File: src/rtl/isp_controller.sv
// In-system programming controller: parses LOAD/RUN commands from a host byte stream,
// writes assembled words into instruction memory and releases the core with an entry address.
module isp_controller #(
  parameter int DATA_WIDTH   = 32,
  parameter int ADDRESS_BITS = 20
) (
  input  logic                    clock,
  input  logic                    reset,
  input  logic                    rx_valid,
  input  logic [7:0]              rx_byte,
  output logic                    rx_ready,
  output logic [ADDRESS_BITS-1:0] isp_address,
  output logic [DATA_WIDTH-1:0]   isp_data,
  output logic                    isp_write,
  output logic [ADDRESS_BITS-1:0] program_address,
  output logic                    start,
  output logic                    core_hold,
  output logic                    busy,
  output logic                    error
);

  typedef enum logic [2:0] {IDLE, ADDR, COUNT, DATA, WRITE, ENTRY, START} state_t;

  localparam logic [7:0] CMD_LOAD = 8'h01;
  localparam logic [7:0] CMD_RUN  = 8'h02;

  state_t                  state;
  logic [1:0]              byte_count;
  logic [23:0]             shift;
  logic [15:0]             remaining;
  logic [ADDRESS_BITS-1:0] word_ptr;
  logic                    accept;
  logic                    last_byte;
  logic [31:0]             shifted;

  // Little-endian fields: each new byte enters at the top, so the first byte ends up at [7:0].
  assign shifted   = {rx_byte, shift};
  assign rx_ready  = !reset && (state != WRITE) && (state != START);
  assign accept    = rx_valid && rx_ready;
  assign last_byte = (byte_count == 2'd3);
  assign busy      = (state != IDLE);

  always_ff @(posedge clock) begin
    if (reset) begin
      state           <= IDLE;
      byte_count      <= 2'd0;
      shift           <= '0;
      remaining       <= '0;
      word_ptr        <= '0;
      isp_address     <= '0;
      isp_data        <= '0;
      isp_write       <= 1'b0;
      program_address <= '0;
      start           <= 1'b0;
      core_hold       <= 1'b1;
      error           <= 1'b0;
    end else begin
      // NOTE: strobes default low each cycle and are raised only on the transition into
      // their one-cycle state, so they come straight from flops and can never stretch.
      isp_write <= 1'b0;
      start     <= 1'b0;

      if (accept && state != IDLE) begin
        shift      <= shifted[31:8];
        byte_count <= byte_count + 2'd1;
      end

      unique case (state)
        IDLE: begin
          if (accept) begin
            if (rx_byte == CMD_LOAD) begin
              state     <= ADDR;
              core_hold <= 1'b1;
            end else if (rx_byte == CMD_RUN) begin
              state <= ENTRY;
            end else begin
              error <= 1'b1;
            end
          end
        end

        ADDR: begin
          if (accept && last_byte) begin
            word_ptr <= shifted[ADDRESS_BITS+1:2];
            state    <= COUNT;
          end
        end

        COUNT: begin
          if (accept && byte_count == 2'd1) begin
            byte_count <= 2'd0;
            remaining  <= {rx_byte, shift[23:16]};
            state      <= ({rx_byte, shift[23:16]} == 16'd0) ? IDLE : DATA;
          end
        end

        DATA: begin
          if (accept && last_byte) begin
            isp_data    <= shifted;
            isp_address <= word_ptr;
            isp_write   <= 1'b1;
            state       <= WRITE;
          end
        end

        WRITE: begin
          word_ptr  <= word_ptr + ADDRESS_BITS'(1);
          remaining <= remaining - 16'd1;
          state     <= (remaining == 16'd1) ? IDLE : DATA;
        end

        ENTRY: begin
          if (accept && last_byte) begin
            program_address <= shifted[ADDRESS_BITS-1:0];
            start           <= 1'b1;
            core_hold       <= 1'b0;
            state           <= START;
          end
        end

        START: begin
          state <= IDLE;
        end

        default: state <= IDLE;
      endcase
    end
  end

endmodule

File: config.mk
export PLATFORM = sky130hd
export DESIGN_NAME = isp_controller
export DESIGN_NICKNAME = d
export VERILOG_FILES = /design/src/rtl/isp_controller.sv
export SDC_FILE = /design/constraint.sdc
export NUM_CORES = 1
export LEC_CHECK = 0
export ABC_AREA = 0
export BUFFER_PORTS_ARGS = -buffer_cell sky130_fd_sc_hd__buf_2
export CAP_MARGIN = 20
export CORE_ASPECT_RATIO = 0.6
export CORE_MARGIN = 2
export CORE_UTILIZATION = 40
export DETAILED_ROUTE_END_ITERATION = 16
export SLEW_MARGIN = 0
export SYNTH_ARGS = -nofsm -noshare
export SYNTH_HDL_FRONTEND = slang
export SYNTH_SLANG_ARGS = --single-unit
File: constraint.sdc
create_clock -name clock -period 2.3 [get_ports clock]
set_input_delay 0.46 -clock clock [delete_from_list [all_inputs] [get_ports clock]]
set_output_delay 0.46 -clock clock [all_outputs]
set_load 0.02 [all_outputs]
# Word-level counts from Yosys, hierarchy flattened
# Cells that the tools add are included.
[word_totals] register_bits=141 input_bits=11 out_inout_bits=78 wordCells=82
[classes] addsub=3 n_eq_ne=19 muxes=22 bitwise_logic=4 reduce_logical=22
[op_table] operator="$pmux 20 s2" n=1
[op_table] operator="$pmux 16 s2" n=1
[op_table] operator="$mux 3" n=7
[op_table] operator="$add 20x1->20 const B" n=1
[op_table] operator="$mux 20" n=1
[op_table] operator="$pmux 3 s6" n=1
[op_table] operator="$eq 16x1->1 const B" n=1
[op_table] operator="$logic_not 16->1" n=1
[op_table] operator="$mux 16" n=1
[op_table] operator="$sub 16x1->16 const B" n=1
[op_table] operator="$ne 2x2->1 const B" n=6
[op_table] operator="$mux 2" n=5
[op_table] operator="$ne 3x3->1 const B" n=3
[op_table] operator="$eq 8x1->1 const B" n=1
[op_table] operator="$eq 8x2->1 const B" n=1
[op_table] operator="$reduce_and 2->1" n=4
[op_table] operator="$reduce_and 4->1" n=2
[op_table] operator="$eq 3x2->1 const B" n=2
[op_table] operator="$eq 3x3->1 const B" n=2
[op_table] operator="$logic_and 1x1->1" n=6
[op_table] operator="$reduce_and 6->1" n=1
[op_table] operator="$reduce_bool 2->1" n=3
[op_table] operator="$mux 1" n=4
[op_table] operator="$not 1->1" n=4
[op_table] operator="9 further kinds" n=10

# Longest topological paths before layout
[logic_depth] word_depth=8 mapped_depth=8 mapped_depth_nobuf=7

# Worst setup path after synthesis
# No wires, ideal clock.
[synth_timing] path_kind="register to register" startpoint="register state[2]" endpoint="register remaining[11]" setup_time_ns=0.132 arrival_time_ns=1.944 t_required_ns=2.168 slack_ns=0.224 path_stages_with_launch=9 path_buffers=3 period_less_slack_ns=2.076 cell_sequence="dfxtp_1 -> buf_4 -> or3b_1 -> buf_2 -> or4_1 -> buf_2 -> or2_1 -> o311ai_1 -> a21oi_1"
[synth_via] elab_chain_len=7 elab_cells_between_ends=12 classes_between="5 x eq/ne; 1 x mux; 6 x reduce/logical"
[synth_lines] item="start, declared" line_no="27" rtl="state_t state;"
[synth_lines] item="start signal, assigned" line_no="93" rtl="state <= ({rx_byte, shift[23:16]} == 16'd0) ? IDLE : DATA;"
[synth_lines] item="start signal, assigned" line_no="109" rtl="state <= (remaining == 16'd1) ? IDLE : DATA;"
[synth_lines] item="$ne 3x3->1" line_no="38" rtl="assign rx_ready = !reset && (state != WRITE) && (state != START);"
[synth_lines] item="$logic_and 1x1->1 (2 in a row)" line_no="38"
[synth_lines] item="$logic_and 1x1->1" line_no="39" rtl="assign accept = rx_valid && rx_ready;"
[synth_lines] item="$logic_and 1x1->1" line_no="90" rtl="if (accept && byte_count == 2'd1) begin"
[synth_lines] item="$ne 2x2->1 (no line)"
[synth_lines] item="$reduce_and 2->1 (no line)"
[synth_lines] item="end signal, assigned" line_no="92" rtl="remaining <= {rx_byte, shift[23:16]};"
[synth_lines] item="end signal, assigned" line_no="108" rtl="remaining <= remaining - 16'd1;"
[synth_lines] item="end, declared" line_no="30" rtl="logic [15:0] remaining;"
# Several ways; a longest one is shown, not always the timed one.
# A chain may end at the register's enable or synchronous reset.

# Worst setup path after layout
[layout_timing] startpoint="register remaining[3]" endpoint="register remaining[13]"
[layout_via] elab_chain_len=2
[layout_lines] item="$sub 16x1->16" line_no="108"
[layout_lines] item="$pmux 16 s2" line_no="68" rtl="unique case (state)"
# Every way passes these cells.

==> impl_metrics.ini <==
[timing]
finClkSkew_ps = 12.0
rsz0062_at_grt = no
relSlewSlack = 0.403
layout_setup_ws_ps = 146
fmaxAchievable_mhz = 464
period_share = 0.937
tns_ps = 0
hold_violations = 0
period_minus_slack_ps = 2150
final-setup-viol-count = 0
tightest_slew_ps = 896
slew_viol_final = 0

[placed_design]
gp_congestion = 0.848
dp_slack_ps = 64.6
port_buffers = 88
dpl.hpwl_um = 11900

[floorplanning]
die_area_um2 = 15400
ios = 89
core_um2 = 13900
num_rows = 33
die_w_um = 159
start_util = 0.415
die_h_um = 97.0

[global_route]
grt_pass1_wl_um = 28000
gr-usage-all-layers = 0.229
grt_overflow = 0
grt_pass1_vias = 5195
antenna_found_initial = 0
grt_max_degree = 86

[setup_path]
critPathBufInv = 0
slowest_delay_ps = 640
rr_worst_depth = 5
crit_chain = or4_1, nor3_2, nand2_1, or4_1, a31oi_1
critPathTopFamily = simple AND/OR/NAND/NOR gates
critPathCaptureType = register
critPathSlowestCell = or4_1
worstSetupPathType = reg -> reg
cpMostUsedCell = or4_1
cp_num_cells = 5
cp_data_arrival_time_ps = 2490
critPathLaunchType = register
cp_max_fo = 6
worstPathRequired_ps = 2640

[synthesis]
synth_edf_count = 0
syn_avg_cell_area_um2 = 7.75
seq_area_frac_synth = 0.490
yosys_warnings = 0
synth-async-reset-ratio = 0
synthCells = 744
synth_cell_types = 54
ys.flop_type = dfxtp_1
ys_seq_elements = 141
syn-cell-area_um2 = 5760
syn-num-nets = 760

[clock_network]
clk-insertion-delay-late_ps = 420
clock-sinks = 141
root_buffer = clkbuf_16
cts_tree = built
numCtsBuffers = 17
clockBufferDepth = 2
cts_setup_buffers = 0
clkTransAtPathRegs_ps = 60
cts_max_level = 4

[final_layout]
antenna_cells = 0
drive_gt1_frac = 0.181
n_fill_cell = 1341
register_area_um2 = 2820
multiInputGateArea_um2 = 2700
area_delta_synth_final_pct = 23.0
nNetsFinal = 836

[routing]
via_per_inst = 5.61
wl_um = 17700
ant_nets = 0
wire_per_inst_um = 17.3
num_vias = 5749
drt_first_pass_iters = 5
drt_iter0_markers = 477
drc_errors = 0

[hold_path]
hold_path_depth = 3
hp-class = in -> reg

[pwr]
power_density_nw_per_um2 = 1030
ir_drop_mv = 0.414
leakage_nw = 2.66
total_power_w = 0.00728

[run_status]
status = complete, no violations

[run]
cap_violations = 0
cells by family after synthesis:
logic type / Yosys count / share of synthesized area
DFF: 141 / 0.490
and+or+nand+nor: 326 / 0.246
adders and majority gates: 5 / 0.0109
buffers and inverters: 64 / 0.0430
xor gates and xnor gates: 2 / 0.00304
AOI/OAI and AO/OA: 206 / 0.207
synthesized netlist by cell type, types with 3 or more instances:
master,instances,area [um^2]
inv_1,9,33.8
nand2_1,212,796
or4_1,3,22.5
nand3_1,14,70.1
nor3b_1,3,22.5
a31oi_1,11,68.8
o311ai_0,5,43.8
buf_2,3,15.0
nor4_1,11,68.8
nand4_1,4,25.0
a221oi_1,3,26.3
a21oi_1,133,666
o211ai_1,3,22.5
a211oi_1,9,67.6
clkbuf_1,49,184
nor3_1,17,85.1
a2111oi_0,3,26.3
or2_2,3,18.8
or3_1,7,43.8
a32oi_1,3,26.3
nor2_1,31,116
o21ai_0,15,75.1
dfxtp_1,141,2820
and3_1,7,43.8
a22oi_1,4,30.0
ha_1,5,62.6
nand4b_1,3,26.3
state kept, by name, indices dropped and copies added, names as in the netlist:
signal,count
word_ptr,20
error,1
isp_address,20
state,3
program_address,20
isp_data,32
start,1
isp_write,1
byte_count,2
shift,24
remaining,16
core_hold,1
power breakdown:
group          internal (W)  leakage, nW  total, W  switching [W]
Clock               0.00184        0.313   0.00298        0.00114
Combinational      0.000558         1.21   0.00151       0.000955
Sequential          0.00260         1.14   0.00279       0.000185
per-layer routing:
metal | vias up | track usage | routed length (um)
met4 | 0 | 0.0573 | 150
met1 | 2723 | 0.346 | 9010
met2 | 266 | 0.322 | 7090
met5 | - | 0 | 0
met3 | 15 | 0.0562 | 1430
li1 | 2745 | - | -
tightest hold or removal path: stages:
cell     delay, ps
buf_2          140
nand2_1         60
a21oi_1         50
repair_timing:
| item | 4_1_cts | 5_1_grt |
|---|---|---|
| hold endpoints to repair | 0 | 0 |
| hold buffers | 0 | 0 |
| endpoints found under the setup margin | 0 | 1 |
| resized for setup | 0 | 1 |
path summary, 6_finish.rpt:
path,startpoint,end,slack [ps]
max,remaining[3]$_SDFFE_PP0P_,remaining[13]$_SDFFE_PP0P_,150
min,rx_byte[3],isp_data[27]$_SDFFE_PP0P_,340
max reg2reg,remaining[3]$_SDFFE_PP0P_,remaining[13]$_SDFFE_PP0P_,150
min reg2reg,isp_address[12]$_SDFFE_PP0P_,isp_address[12]$_SDFFE_PP0P_,450
placed cells by master (no fill, tap or decap), drive strengths merged, types with 9 or more instances in the layout:
cell / synthesis / layout
nand3: 14 / 14
o21ai: 15 / 15
inv: 10 / 16
a211oi: 9 / 9
a21oi: 133 / 133
buf: 5 / 111
nor4: 11 / 11
dfxtp: 141 / 141
nand2: 212 / 212
a31oi: 11 / 11
clkbuf: 49 / 18
nor2: 31 / 31
nor3: 17 / 17
layout make-up:
class / instances / share of cell area
Tap cell: 192 / 0.0339
Sequential cell: 141 / 0.398
Timing Repair Buffer: 111 / 0.0921
Clock buffer: 18 / 0.0605
Inverter: 10 / 0.00529
Clock inverter: 14 / 0.0289
Multi-Input combinational cell: 539 / 0.381
metrics by stage:
step | hold slack, ps | util | std cells | area (um^2)
CTS | 328 | 0.511 | 1025 | 7090
detailed placement | 445 | 0.465 | 993 | 6450
finish | 345 | 0.511 | 1025 | 7090
global route | 342 | 0.511 | 1025 | 7090
floorplan | 437 | - | 744 | 5760
global placement | 439 | 0.465 | 993 | 6450
Note: power is estimated with default switching activity, not from simulation.
